**src/rtl/transpose_ctrl.sv**
```systemverilog
// -----------------------------------------------------------------------------
// transpose_ctrl
//
// Address sequencer for the double-buffered 8x8 transpose memory that sits
// between the row-DCT and the column-DCT. Rows from the row-DCT are written
// into one bank (row-write addresses). Meanwhile the other bank is drained
// column by column (column-read addresses). The two banks ping-pong, so one
// block fills while the previous block drains.
//
// Ports:
//   clk         in   system clock, rising edge
//   rst_n       in   asynchronous active-low reset
//   clr         in   synchronous clear, same effect as reset
//   in_valid    in   row-DCT presents a row
//   in_ready    out  a row is accepted this cycle (when in_valid)
//   wr_en       out  transpose-memory write strobe (in_valid & in_ready)
//   wr_bank     out  bank being filled
//   wr_row      out  row index being written
//   out_valid   out  a column of the draining bank is on the read port
//   out_ready   in   column-DCT consumes the column this cycle
//   rd_bank     out  bank being drained
//   rd_col      out  column index being read (combinational memory read)
//   out_last    out  out_valid on the last column of a block
//   block_done  out  one-cycle pulse after the last column of a block is taken
//   bank_full   out  per-bank full flag, bit b = bank b
//
// Handshake: a transfer happens on a rising edge where valid and ready are
// both high. A producer holds valid and its payload stable until that edge.
// ready may depend on state and on clr, but never on the partner's valid.
// -----------------------------------------------------------------------------
module transpose_ctrl #(
  parameter int unsigned ROW_PERIOD = 4,
  parameter int unsigned N          = 8
) (
  input  logic       clk,
  input  logic       rst_n,
  input  logic       clr,
  input  logic       in_valid,
  output logic       in_ready,
  output logic       wr_en,
  output logic       wr_bank,
  output logic [2:0] wr_row,
  output logic       out_valid,
  input  logic       out_ready,
  output logic       rd_bank,
  output logic [2:0] rd_col,
  output logic       out_last,
  output logic       block_done,
  output logic [1:0] bank_full
);

  localparam logic [2:0] LAST_IDX = 3'(N - 1);
  // Loaded on each accepted row. The counter then keeps in_ready low for
  // ROW_PERIOD-1 further cycles.
  localparam logic [3:0] GAP_LOAD = 4'(ROW_PERIOD - 1);

  logic       r_wr_bank;
  logic       r_rd_bank;
  logic [2:0] r_wr_row;
  logic [2:0] r_rd_col;
  logic [1:0] r_bank_full;
  logic [3:0] r_gap_cnt;
  logic       r_block_done;

  logic       w_in_ready;
  logic       w_out_valid;
  logic       w_wr_acc;
  logic       w_rd_acc;
  logic       w_wr_last;
  logic       w_rd_last;
  logic [1:0] w_bank_full_nxt;

  // A bank is never written and read at the same time. The full flag blocks
  // writes to a full bank, and reads are only allowed from a full bank.
  assign w_in_ready  = !r_bank_full[r_wr_bank] && (r_gap_cnt == 4'd0) && !clr;
  assign w_out_valid = r_bank_full[r_rd_bank];
  assign w_wr_acc    = in_valid & w_in_ready;
  assign w_rd_acc    = w_out_valid & out_ready;
  assign w_wr_last   = w_wr_acc && (r_wr_row == LAST_IDX);
  assign w_rd_last   = w_rd_acc && (r_rd_col == LAST_IDX);

  // Set and clear hit different banks, so both can happen on the same edge
  // without losing either event.
  always_comb begin
    w_bank_full_nxt = r_bank_full;
    if (w_wr_last) w_bank_full_nxt[r_wr_bank] = 1'b1;
    if (w_rd_last) w_bank_full_nxt[r_rd_bank] = 1'b0;
  end

  always_ff @(posedge clk or negedge rst_n) begin
    if (!rst_n) begin
      r_wr_bank    <= 1'b0;
      r_rd_bank    <= 1'b0;
      r_wr_row     <= 3'd0;
      r_rd_col     <= 3'd0;
      r_bank_full  <= 2'b00;
      r_gap_cnt    <= 4'd0;
      r_block_done <= 1'b0;
    end else if (clr) begin
      // Partial and full blocks are discarded; no block_done is produced.
      r_wr_bank    <= 1'b0;
      r_rd_bank    <= 1'b0;
      r_wr_row     <= 3'd0;
      r_rd_col     <= 3'd0;
      r_bank_full  <= 2'b00;
      r_gap_cnt    <= 4'd0;
      r_block_done <= 1'b0;
    end else begin
      r_bank_full  <= w_bank_full_nxt;
      r_block_done <= w_rd_last;

      if (w_wr_acc) begin
        r_gap_cnt <= GAP_LOAD;
      end else if (r_gap_cnt != 4'd0) begin
        r_gap_cnt <= r_gap_cnt - 4'd1;
      end

      if (w_wr_acc) begin
        if (w_wr_last) begin
          r_wr_row  <= 3'd0;
          r_wr_bank <= ~r_wr_bank;
        end else begin
          r_wr_row  <= r_wr_row + 3'd1;
        end
      end

      if (w_rd_acc) begin
        if (w_rd_last) begin
          r_rd_col  <= 3'd0;
          r_rd_bank <= ~r_rd_bank;
        end else begin
          r_rd_col  <= r_rd_col + 3'd1;
        end
      end
    end
  end

  assign in_ready   = w_in_ready;
  assign wr_en      = w_wr_acc;
  assign wr_bank    = r_wr_bank;
  assign wr_row     = r_wr_row;
  assign out_valid  = w_out_valid;
  assign rd_bank    = r_rd_bank;
  assign rd_col     = r_rd_col;
  assign out_last   = w_out_valid && (r_rd_col == LAST_IDX);
  assign block_done = r_block_done;
  assign bank_full  = r_bank_full;

endmodule

```
**config.mk**
```make
export PLATFORM = sky130hd
export DESIGN_NAME = transpose_ctrl
export DESIGN_NICKNAME = d
export VERILOG_FILES = /design/src/rtl/transpose_ctrl.sv
export SDC_FILE = /design/constraint.sdc
export NUM_CORES = 1
export LEC_CHECK = 0
export ABC_AREA = 1
export CAP_MARGIN = 10
export CELL_PAD_IN_SITES_DETAIL_PLACEMENT = 1
export CELL_PAD_IN_SITES_GLOBAL_PLACEMENT = 1
export CORE_ASPECT_RATIO = 0.7
export CORE_MARGIN = 4
export CORE_UTILIZATION = 35
export CTS_CLUSTER_SIZE = 12
export DETAILED_ROUTE_END_ITERATION = 6
export PLACE_DENSITY_LB_ADDON = 0.1
export SLEW_MARGIN = 0
export SYNTH_ARGS = -nofsm -noshare
export SYNTH_HDL_FRONTEND = slang
export SYNTH_SLANG_ARGS = --single-unit
export TNS_END_PERCENT = 1
```
**constraint.sdc**
```tcl
create_clock -name clk -period 1.4 [get_ports clk]
set_input_delay 0.14 -clock clk [delete_from_list [all_inputs] [get_ports clk]]
set_output_delay 0.14 -clock clk [all_outputs]
set_load 0.02 [all_outputs]
```
==> run metrics, run 1 <==
clock-pin slew on the worst setup and hold paths=0.10 ns; Finish-stage setup viols=3; Worst Path Required=~1.3 ns; dpl cell area=~1200 sq um; Crit. End Element=output port; via count=775; syn avg cell area=8.77 sq um; Max Cap Viol=0; post-synthesis cell area=825 sq um; Slew HR=82.9%; DRC=0; RR Endpoint=bank_full[0]; fin cells=171; compound-gate portion of the synthesized area=around 5.5%; drt pass-1 iters=4; R2R cell count=8; Worst setup SP type=register; Ports=20; CP Class=reg -> out; Mapped Nets=104; Max clock buf depth=2; Layout Nets=150; layout cells sized above 1=38.1%; Placer Congestion=between 0.6 and 0.7; DR WL/cell=13.6 microns; Reg2Reg Setup Slack=0.01 ns; RSZ-0062 raised after global routing=true; status=complete, but fails checks; Min-Delay Path Class=in -> async; largest net degree at the start of global routing=16; final hold viol count=0; placed cells=between 150 and 200; Pwr Total=1.54 mW; final instance area=1280 sq um; largest family of logic cells by synthesized area=simple AND/OR/NAND/NOR gates; Post-Synth XOR/XNOR Area=3.19%; H-Tree Depth=1; GRT Resource Usage Total=16.5%; period utilisation layout=108%; Pleak=0.715 nW; CTS Sinks=15; Clock Tree Root=clkbuf_4; first-pass GRT wire length=4000 microns; Slew Limit Fails=0; mux contribution to synthesized area=0%; reg2reg start=r_gap_cnt[1]; Slew @ Worst Pin=between 0.2 and 0.3 ns; Die H=48.6 microns; min Tclk post-route=between 1.5 and 2 ns; setup TNS=-0.281 ns; most crowded layer after global routing=met2; Power Density=1210 nW/um^2; Max VDD drop=746 uV; Num CTS Buffers=3; Layout Skew=0.00986 ns; DR iter-0 viols=30; Gate Count Post-Synth=94; P&R area growth vs syn=54.8%; worst hold slack=approximately 0.16 ns; met3 Use GR=around 5.1%; WP data arrival=between 1 and 1.5 ns; Die Width=66.0 microns; Site Rows=14; final core utilization=58.3%; Synth Area in Simple Gates=between 30% and 40%; register area share after synthesis=between 40% and 50%; vias in the first global route=837; CTS tree=yes; failing checks=setup timing; number of buffers added on ports=19; GRT overflow=0; vias per cell=4.53; Global Route met2 Usage=~25%; worst skew pair latency=0.29 ns; dpl ws=-0.350 ns; routing usage on met1=23.3%; Adder-Cell Fraction of Synth Area=7.59%; fmax=~660 MHz; dpl hpwl=approximately 1900 microns; core box area=2190 sq um; start point of the critical path=r_gap_cnt[1]; final wirelength=~2300 microns; critical path fanouts, max=2; synth warn=0; Final WS setup=-0.112 ns; Yosys reg bits=15; CP endpoint=in_ready; antenna violations before repair=0; Initial Util=between 30% and 40%; post-synth cell types=21; Final ANT Viol Nets=0; n_diodes=0; die area=3210 sq um
-- Yosys cell counts --
cell type	count	area [sq um]
nand4_1	2	12.5
a21oi_1	5	25.0
xnor2_1	2	17.5
ha_1	5	62.6
nor2_8	1	20.0
nor2_4	1	11.3
inv_1	14	52.6
nor2_1	2	7.51
dfrtp_1	15	375
buf_2	1	5.00
nand2_2	2	12.5
inv_2	2	7.51
nand3_4	1	17.5
xor2_1	1	8.76
nor2_2	1	6.26
nand2_1	20	75.1
nor3_1	3	15.0
nand3_1	10	50.1
o21ai_1	3	15.0
o21ai_0	1	5.00
nand2_4	2	22.5
-- power by group --
| group | total (mW) | switching, mW | internal (mW) |
|---|---|---|---|
| clock | 0.248 | 0.142 | 0.106 |
| sequential | 0.542 | 0.0478 | 0.495 |
| combinational | 0.751 | 0.380 | 0.371 |
-- routing by layer --
layer | wire length (microns) | up-vias
met5 | 0 | -
met4 | 13 | 0
met3 | 83 | 2
met2 | 1140 | 14
met1 | 1090 | 366
li1 | - | 393
-- how the worst min path moves through the flow --
stage | start | endpoint | slack [ns] | depth (start not counted)
finish | rst_n | rd_col[0] | 0.16 | 2
global route | rst_n | r_gap_cnt[2] | 0.16 | 2
CTS | rst_n | r_gap_cnt[2] | 0.16 | 2
detailed placement | rst_n | r_gap_cnt[2] | 0.48 | 2
global placement | rst_n | wr_row[1] | 0.47 | 2
floorplan | rst_n | bank_full[0] | -0.16 | 0
-- cells in the final DEF, fill, tap and decap left out, types with 3 or more instances in the layout --
| cell | count |
|---|---|
| buf_4 | 25 |
| nand2_1 | 19 |
| dfrtp_1 | 15 |
| nand3_1 | 10 |
| dlygate4sd2_1 | 10 |
| inv_1 | 9 |
| inv_2 | 7 |
| clkdlybuf4s50_1 | 4 |
| nand2_2 | 3 |
| nor3_1 | 3 |
| a21oi_1 | 3 |
| clkbuf_4 | 3 |
-- critical path: stages, from the launching register on --
cell and delay (ns):
dfrtp_1 0.40, inv_2 0.08, ha_4 0.15, nand3_4 0.10, nor2_8 0.10, buf_4 0.12
buf_4 0.13
-- sequential cells by signal, indices dropped and copies added (netlist names) --
name and flops:
bank_full 2, block_done 1, r_gap_cnt 4, rd_bank 1, rd_col 3, wr_bank 1, wr_row 3
-- repair_timing --
| item | in CTS | in global routing |
|---|---|---|
| pin swaps | 1 | 2 |
| setup buffers | 0 | 1 |
| endpoints found under the hold margin | 0 | 0 |
| resized for setup | 32 | 15 |
| setup endpoints to repair | 21 | 13 |
| hold buffers | 0 | 0 |
-- cell families after synthesis --
| family | Yosys count |
|---|---|
| adder cells (fa/ha/maj) | 5 |
| XOR/XNOR | 3 |
| flip-flops | 15 |
| AND/OR/NAND/NOR | 45 |
| buffers and inverters | 17 |
| AO/OA/AOI/OAI | 9 |
-- cell type report --
cell class                      count  area [sq um]
Clock inverter                      1          5.00
Fill cell                         265           913
Inverter                           16          60.1
Timing Repair Buffer               42           350
Tap cell                           32          40.0
Multi-Input combinational cell     62           423
Sequential cell                    15           375
Clock buffer                        3          22.5
Note: power is estimated with default switching activity, not from simulation.
==> inputs of run 2 (changes only) <==
Settings changed: CORE_ASPECT_RATIO 0.7 to 1.75.
==> run 2 against run 1 <==
Against the previous run:
- the run still ends with setup timing left
- largest power group unchanged
- power up 8.2%
- cell area shrank 2.1%
- flip-flop and latch count unchanged
- sequential share of layout area rose by 0.62 points
- clock power rose by 48%
- hold slack improved by 0.042 ns
==> run metrics, run 2 (synthesized netlist as in run 1, its figures left out) <==
status=complete, but fails checks; failing checks=setup timing; CTS Hold Buffers Added=0 (unchanged); Max Cap Viol=0 (unchanged); CTS tree=yes; Placer Congestion=0.738 (+5.7%); drt pass-1 iters=3 (-1); CP Class=reg -> out; CTS Sinks=15 (unchanged); Power Density=1340 nW/um^2 (+11%); die area=3230 sq um (+0.57%); antenna violations before repair=0 (unchanged); vias per cell=4.97 (+9.6%); most frequent cells in the layout=buf_4, nand2_1, dfrtp_1; DRC=0 (unchanged); largest net degree at the start of global routing=16 (unchanged); Die Width=44.7 microns (-32%); Slew Limit Fails=0 (unchanged); dpl hpwl=1840 microns (-1.9%); Layout Nets=147 (-2.0%); Final ANT Viol Nets=0 (unchanged); GRT Resource Usage Total=17.6% (+1.0 points); final core utilization=55.0% (-3.3 points); Finish-stage setup viols=3 (unchanged); Worst setup SP type=register; P&R area growth vs syn=51.6%; GRT overflow=0 (unchanged); worst hold slack=0.199 ns (+0.0416 ns); Layout Skew=0.00102 ns (-0.00884 ns); Final WS setup=-0.0733 ns (+0.0387 ns); Clock Tree Root=clkbuf_8; final instance area=1250 sq um (-2.1%); core box area=2270 sq um (+3.8%); Pwr Total=1.67 mW (+8.2%); RSZ-0062 raised after global routing=true; Largest register FFs=4 (unchanged); worst skew pair latency=0.25 ns (-0.04 ns); Max VDD drop=641 uV (-14%); WP data arrival=1.33 ns (-0.04 ns); Site Rows=23 (+9); Num CTS Buffers=3 (unchanged); period utilisation layout=105% (-2.8 points); Slew HR=83.9% (+0.98 points); Min-Delay Path Class=in -> async; Crit. End Element=output port; final wirelength=2430 microns (+4.6%); Pleak=0.698 nW (-2.3%); Ports=20 (unchanged); clock-pin slew on the worst setup and hold paths=0.07 ns (-0.03 ns); Worst Path Required=1.26 ns (about the same); dpl cell area=1190 sq um (-2.0%); min Tclk post-route=1.47 ns (-0.0387 ns); layout cells sized above 1=33.1% (-5.0 points); n_diodes=0 (unchanged); fmax=679 MHz (+2.6%); Max clock buf depth=2 (unchanged); H-Tree Depth=1 (unchanged); number of buffers added on ports=19 (unchanged); DR WL/cell=15.1 microns (+11%); DR iter-0 viols=11 (-63%); Die H=72.2 microns (+49%); vias in the first global route=918 (+9.7%); final hold viol count=0 (unchanged); Slew @ Worst Pin=0.241 ns (-0.0146 ns); first-pass GRT wire length=4150 microns (+3.8%); Top reg by flops=r_gap_cnt; Initial Util=36.3% (-1.4 points); most common cell after layout, fill and taps aside=buf_4; critical path fanouts, max=3 (+1); via count=800 (+3.2%); Setup Fix Bufs, Post-CTS=0 (unchanged)
run 2: cell count changes in the layout (fill, tap and decap cells not counted), moves of 3 or more:
cell	previous run	this run
inv_1	9	12
inv_2	7	4
buf_4	25	21
clkbuf_8	0	3
clkbuf_4	3	0
run 2: area by class of cell:
class / instances / area, sq um
Clock buffer: 3 / 41.3
Clock inverter: 1 / 5.00
Fill cell: 293 / 1020
Inverter: 16 / 60.1
Multi-Input combinational cell: 62 / 409
Sequential cell: 15 / 375
Tap cell: 25 / 31.3
Timing Repair Buffer: 39 / 328
run 2: power breakdown:
group	total [mW]	internal (mW)	leakage (nW)	switching, mW
registers	0.548	0.495	0.204	0.0525
clock network	0.366	0.197	0.0255	0.169
logic	0.755	0.366	0.468	0.389
total	1.67	1.06	0.698	0.610
run 2: path summary, 6_finish.rpt:
kind,startpoint,endpoint,slack (ns),cells after the start
worst max register to register,r_gap_cnt[1],wr_row[0],0.01,10
max in group asynchronous,rst_n,rd_col[0],1.02,2
worst max-delay path,r_gap_cnt[1],wr_en,-0.07,7
worst min register to register,wr_row[1],wr_row[1],0.53,2
min in group clk,wr_row[1],wr_row[1],0.53,2
worst min-delay path,rst_n,rd_bank,0.20,2
run 2: metrics by stage:
| stage | TNS [ns] | cells | setup WS, ns |
|---|---|---|---|
| 6_report | -0.190 | 161 | -0.0733 |
| 5_1_grt | -0.434 | 161 | -0.143 |
| 4_1_cts | -0.267 | 161 | -0.0838 |
| 3_5_place_dp | -1.12 | 157 | -0.381 |
| 3_3_place_gp | -0.871 | 157 | -0.337 |
| 2_1_floorplan | 0 | 94 | 0.0650 |
run 2: per-layer routing:
| layer | global-route usage (%) | part of all wire, % | vias to the layer above |
|---|---|---|---|
| met5 | 0 | 0 | - |
| met4 | 6.04 | 1.3 | 0 |
| li1 | - | - | 382 |
| met3 | 2.48 | 3.0 | 5 |
| met1 | 18.2 | 35 | 397 |
| met2 | 33.6 | 61 | 16 |
run 2: critical path, stage by stage, from the launching register on:
cell and delay [ns]:
dfrtp_1 0.41, inv_2 0.08, ha_4 0.14, nand3_4 0.09
nor2_8 0.12, nand2_4 0.06, inv_2 0.07, buf_6 0.11
run 2: what timing repair did:
item	in CTS	in global routing
pin swaps	1	0
gates resized for setup	29	8
endpoints found under the setup margin	17	7
==> inputs of run 3 (changes only) <==
Settings changed: CORE_MARGIN 4 to 5.
==> run 3 against run 2 <==
Against the previous run:
- the flow still finishes with violations (setup timing)
- sequential power about the same
- global-route usage decreased by 1.7 points
- first-iteration DRC count increased by 45%
- power increased by 0.82%
- clock-buffer cell count increased by 1
- critical path depth unchanged
- register-to-register slack improved by 0.04 ns
- critical endpoint unchanged
==> run metrics, run 3 (synthesized netlist as in run 1, its figures left out) <==
Slew Limit Fails=0 (unchanged); Max VDD drop=707 uV (+10%); switching share of power=35.5% (-1.1 points); final core utilization=55.4% (+0.44 points); first-pass GRT wire length=3880 microns (-6.3%); setup TNS=-0.151 ns (+0.0393 ns); Crit. End Element=output port; GRT overflow=0 (unchanged); via count=785 (-1.9%); CP Class=reg -> out; Reg area=375 sq um (unchanged); CTS Hold Buffers Added=0 (unchanged); n_diodes=0 (unchanged); vias per cell=4.82 (-3.1%); DR WL/cell=14.2 microns (-6.0%); Finish-stage setup viols=3 (unchanged); antenna violations before repair=0 (unchanged); Worst Path Required=1.26 ns (about the same); Slew HR=83.7% (-0.15 points); multi-input logic area=400 sq um (-2.1%); number of buffers added on ports=19 (unchanged); worst skew pair latency=0.25 ns (about the same); Site Rows=23 (unchanged); die area=3460 sq um (+7.4%); DRC=0 (unchanged); Clk pwr share=21.2% (-0.7 points); Comb power frac=46.3% (+1.1 points); Num CTS Buffers=3 (unchanged); layout cells sized above 1=31.2% (-1.9 points); final wirelength=2310 microns (-4.8%); fmax=684 MHz (+0.80%); DR iter-0 viols=16 (+5); Die Width=46.7 microns (+4.5%); Final WS setup=-0.0615 ns (+0.0118 ns); critical path fanouts, max=3 (unchanged); Layout Nets=149 (+1.4%); Final ANT Viol Nets=0 (unchanged); register share of total power=32.4% (-0.4 points); final hold viol count=0 (unchanged); CTS Sinks=15 (unchanged); GRT Resource Usage Total=15.8% (-1.7 points); CTS tree=yes; Largest register FFs=4 (unchanged); Ports=20 (unchanged); RSZ-0062 raised after global routing=true; Power Density=1340 nW/um^2 (about the same); Pleak=0.721 nW (+3.3%); dpl hpwl=1870 microns (+1.3%); vias in the first global route=900 (-2.0%); fin cells=163 (+1.2%); P&R area growth vs syn=52.8%; core box area=2270 sq um (unchanged); clock-pin slew on the worst setup and hold paths=0.06 ns (about the same); Min-Delay Path Class=in -> async; Max Cap Viol=0 (unchanged); period utilisation layout=104% (-0.84 points); switching power=597 uW (-2.2%); Placer Congestion=0.731 (-0.84%); Clock Tree Root=clkbuf_8; most frequent cells in the layout=buf_4, nand2_1, dfrtp_1; Die H=74.2 microns (+2.8%); Initial Util=36.3% (unchanged); WP data arrival=1.32 ns (about the same); status=complete, but fails checks; largest net degree at the start of global routing=16 (unchanged); drt pass-1 iters=2 (-1); Fill cells=287 (-2.0%); min Tclk post-route=1.46 ns (-0.0118 ns); H-Tree Depth=1 (unchanged); Layout Skew=0.00422 ns (+0.00320 ns); cell internal pwr=1.09 mW (+2.5%); Max clock buf depth=2 (unchanged); failing checks=setup timing; placed cells=157 (unchanged); Slew @ Worst Pin=0.242 ns (+0.00120 ns); most common cell after layout, fill and taps aside=buf_4; Top reg by flops=r_gap_cnt; Worst setup SP type=register
[run 3: cell types whose count changed in the layout (fill, tap and decap cells not counted), sizes merged]
cell	delta
buf	+2
clkinv	-1
dlygate4sd2	-1
dlymetal6s2s	+1
clkbuf	+1
[run 3: layer usage]
metal	track usage, %	up-vias	part of all wire [%]
met1	16.4	380	34
met2	29.8	17	60
li1	-	384	-
met5	0	-	0
met3	2.66	4	4.4
met4	6.46	0	1.5
[run 3: through the flow]
| stage | hold slack (ns) | worst slack (ns) | power (mW) | instance area [sq um] |
|---|---|---|---|---|
| after floorplan | -0.156 | 0.0650 | 0.953 | 825 |
| after global placement | 0.472 | -0.336 | 1.22 | 1190 |
| after detailed placement | 0.478 | -0.377 | 1.27 | 1190 |
| after CTS | 0.204 | -0.0760 | 1.68 | 1240 |
| after global routing | 0.216 | -0.130 | 1.81 | 1260 |
| final | 0.199 | -0.0615 | 1.68 | 1260 |
[run 3: path summary, 6_finish.rpt]
kind | startpoint | endpoint | slack (ns) | cells past startpoint
max in group asynchronous | rst_n | r_gap_cnt[1] | 1.03 | 2
worst min-delay path | rst_n | wr_row[2] | 0.20 | 2
worst min register to register | wr_row[1] | wr_row[1] | 0.55 | 2
min in group clk | wr_row[1] | wr_row[1] | 0.55 | 2
worst max register to register | r_gap_cnt[0] | wr_row[0] | 0.05 | 10
worst max-delay path | r_gap_cnt[0] | wr_en | -0.06 | 7
[run 3: critical path: stages, from the launching register on]
cell,delay [ns]
dfrtp_1,0.39
inv_2,0.08
ha_4,0.14
nand3_4,0.09
nor2_8,0.12
nand2_4,0.06
inv_2,0.07
buf_6,0.11
[run 3: power groups by stage]
| stage | logic [mW] | clock network [mW] | registers, mW |
|---|---|---|---|
| 4_1_cts | 0.771 | 0.365 | 0.547 |
| 3_3_place_gp | 0.681 | 0 | 0.543 |
| 5_1_grt | 0.867 | 0.386 | 0.552 |
| 3_5_place_dp | 0.725 | 0 | 0.550 |
| 2_1_floorplan | 0.381 | 0 | 0.572 |
| 6_report | 0.780 | 0.358 | 0.546 |
[run 3: timing repair]
action,in CTS,in global routing
setup endpoints to repair,13,9
pin swaps,2,0
buffers inserted,0,2
resized for setup,29,5
[run 3: final cells by class]
class / instances / area share, %
repair buffers: 41 / 27.6
clock buffers: 4 / 3.57
flip-flops and latches: 15 / 29.8
well taps: 25 / 2.48
multi-input cells: 62 / 31.8
inverters: 16 / 4.77
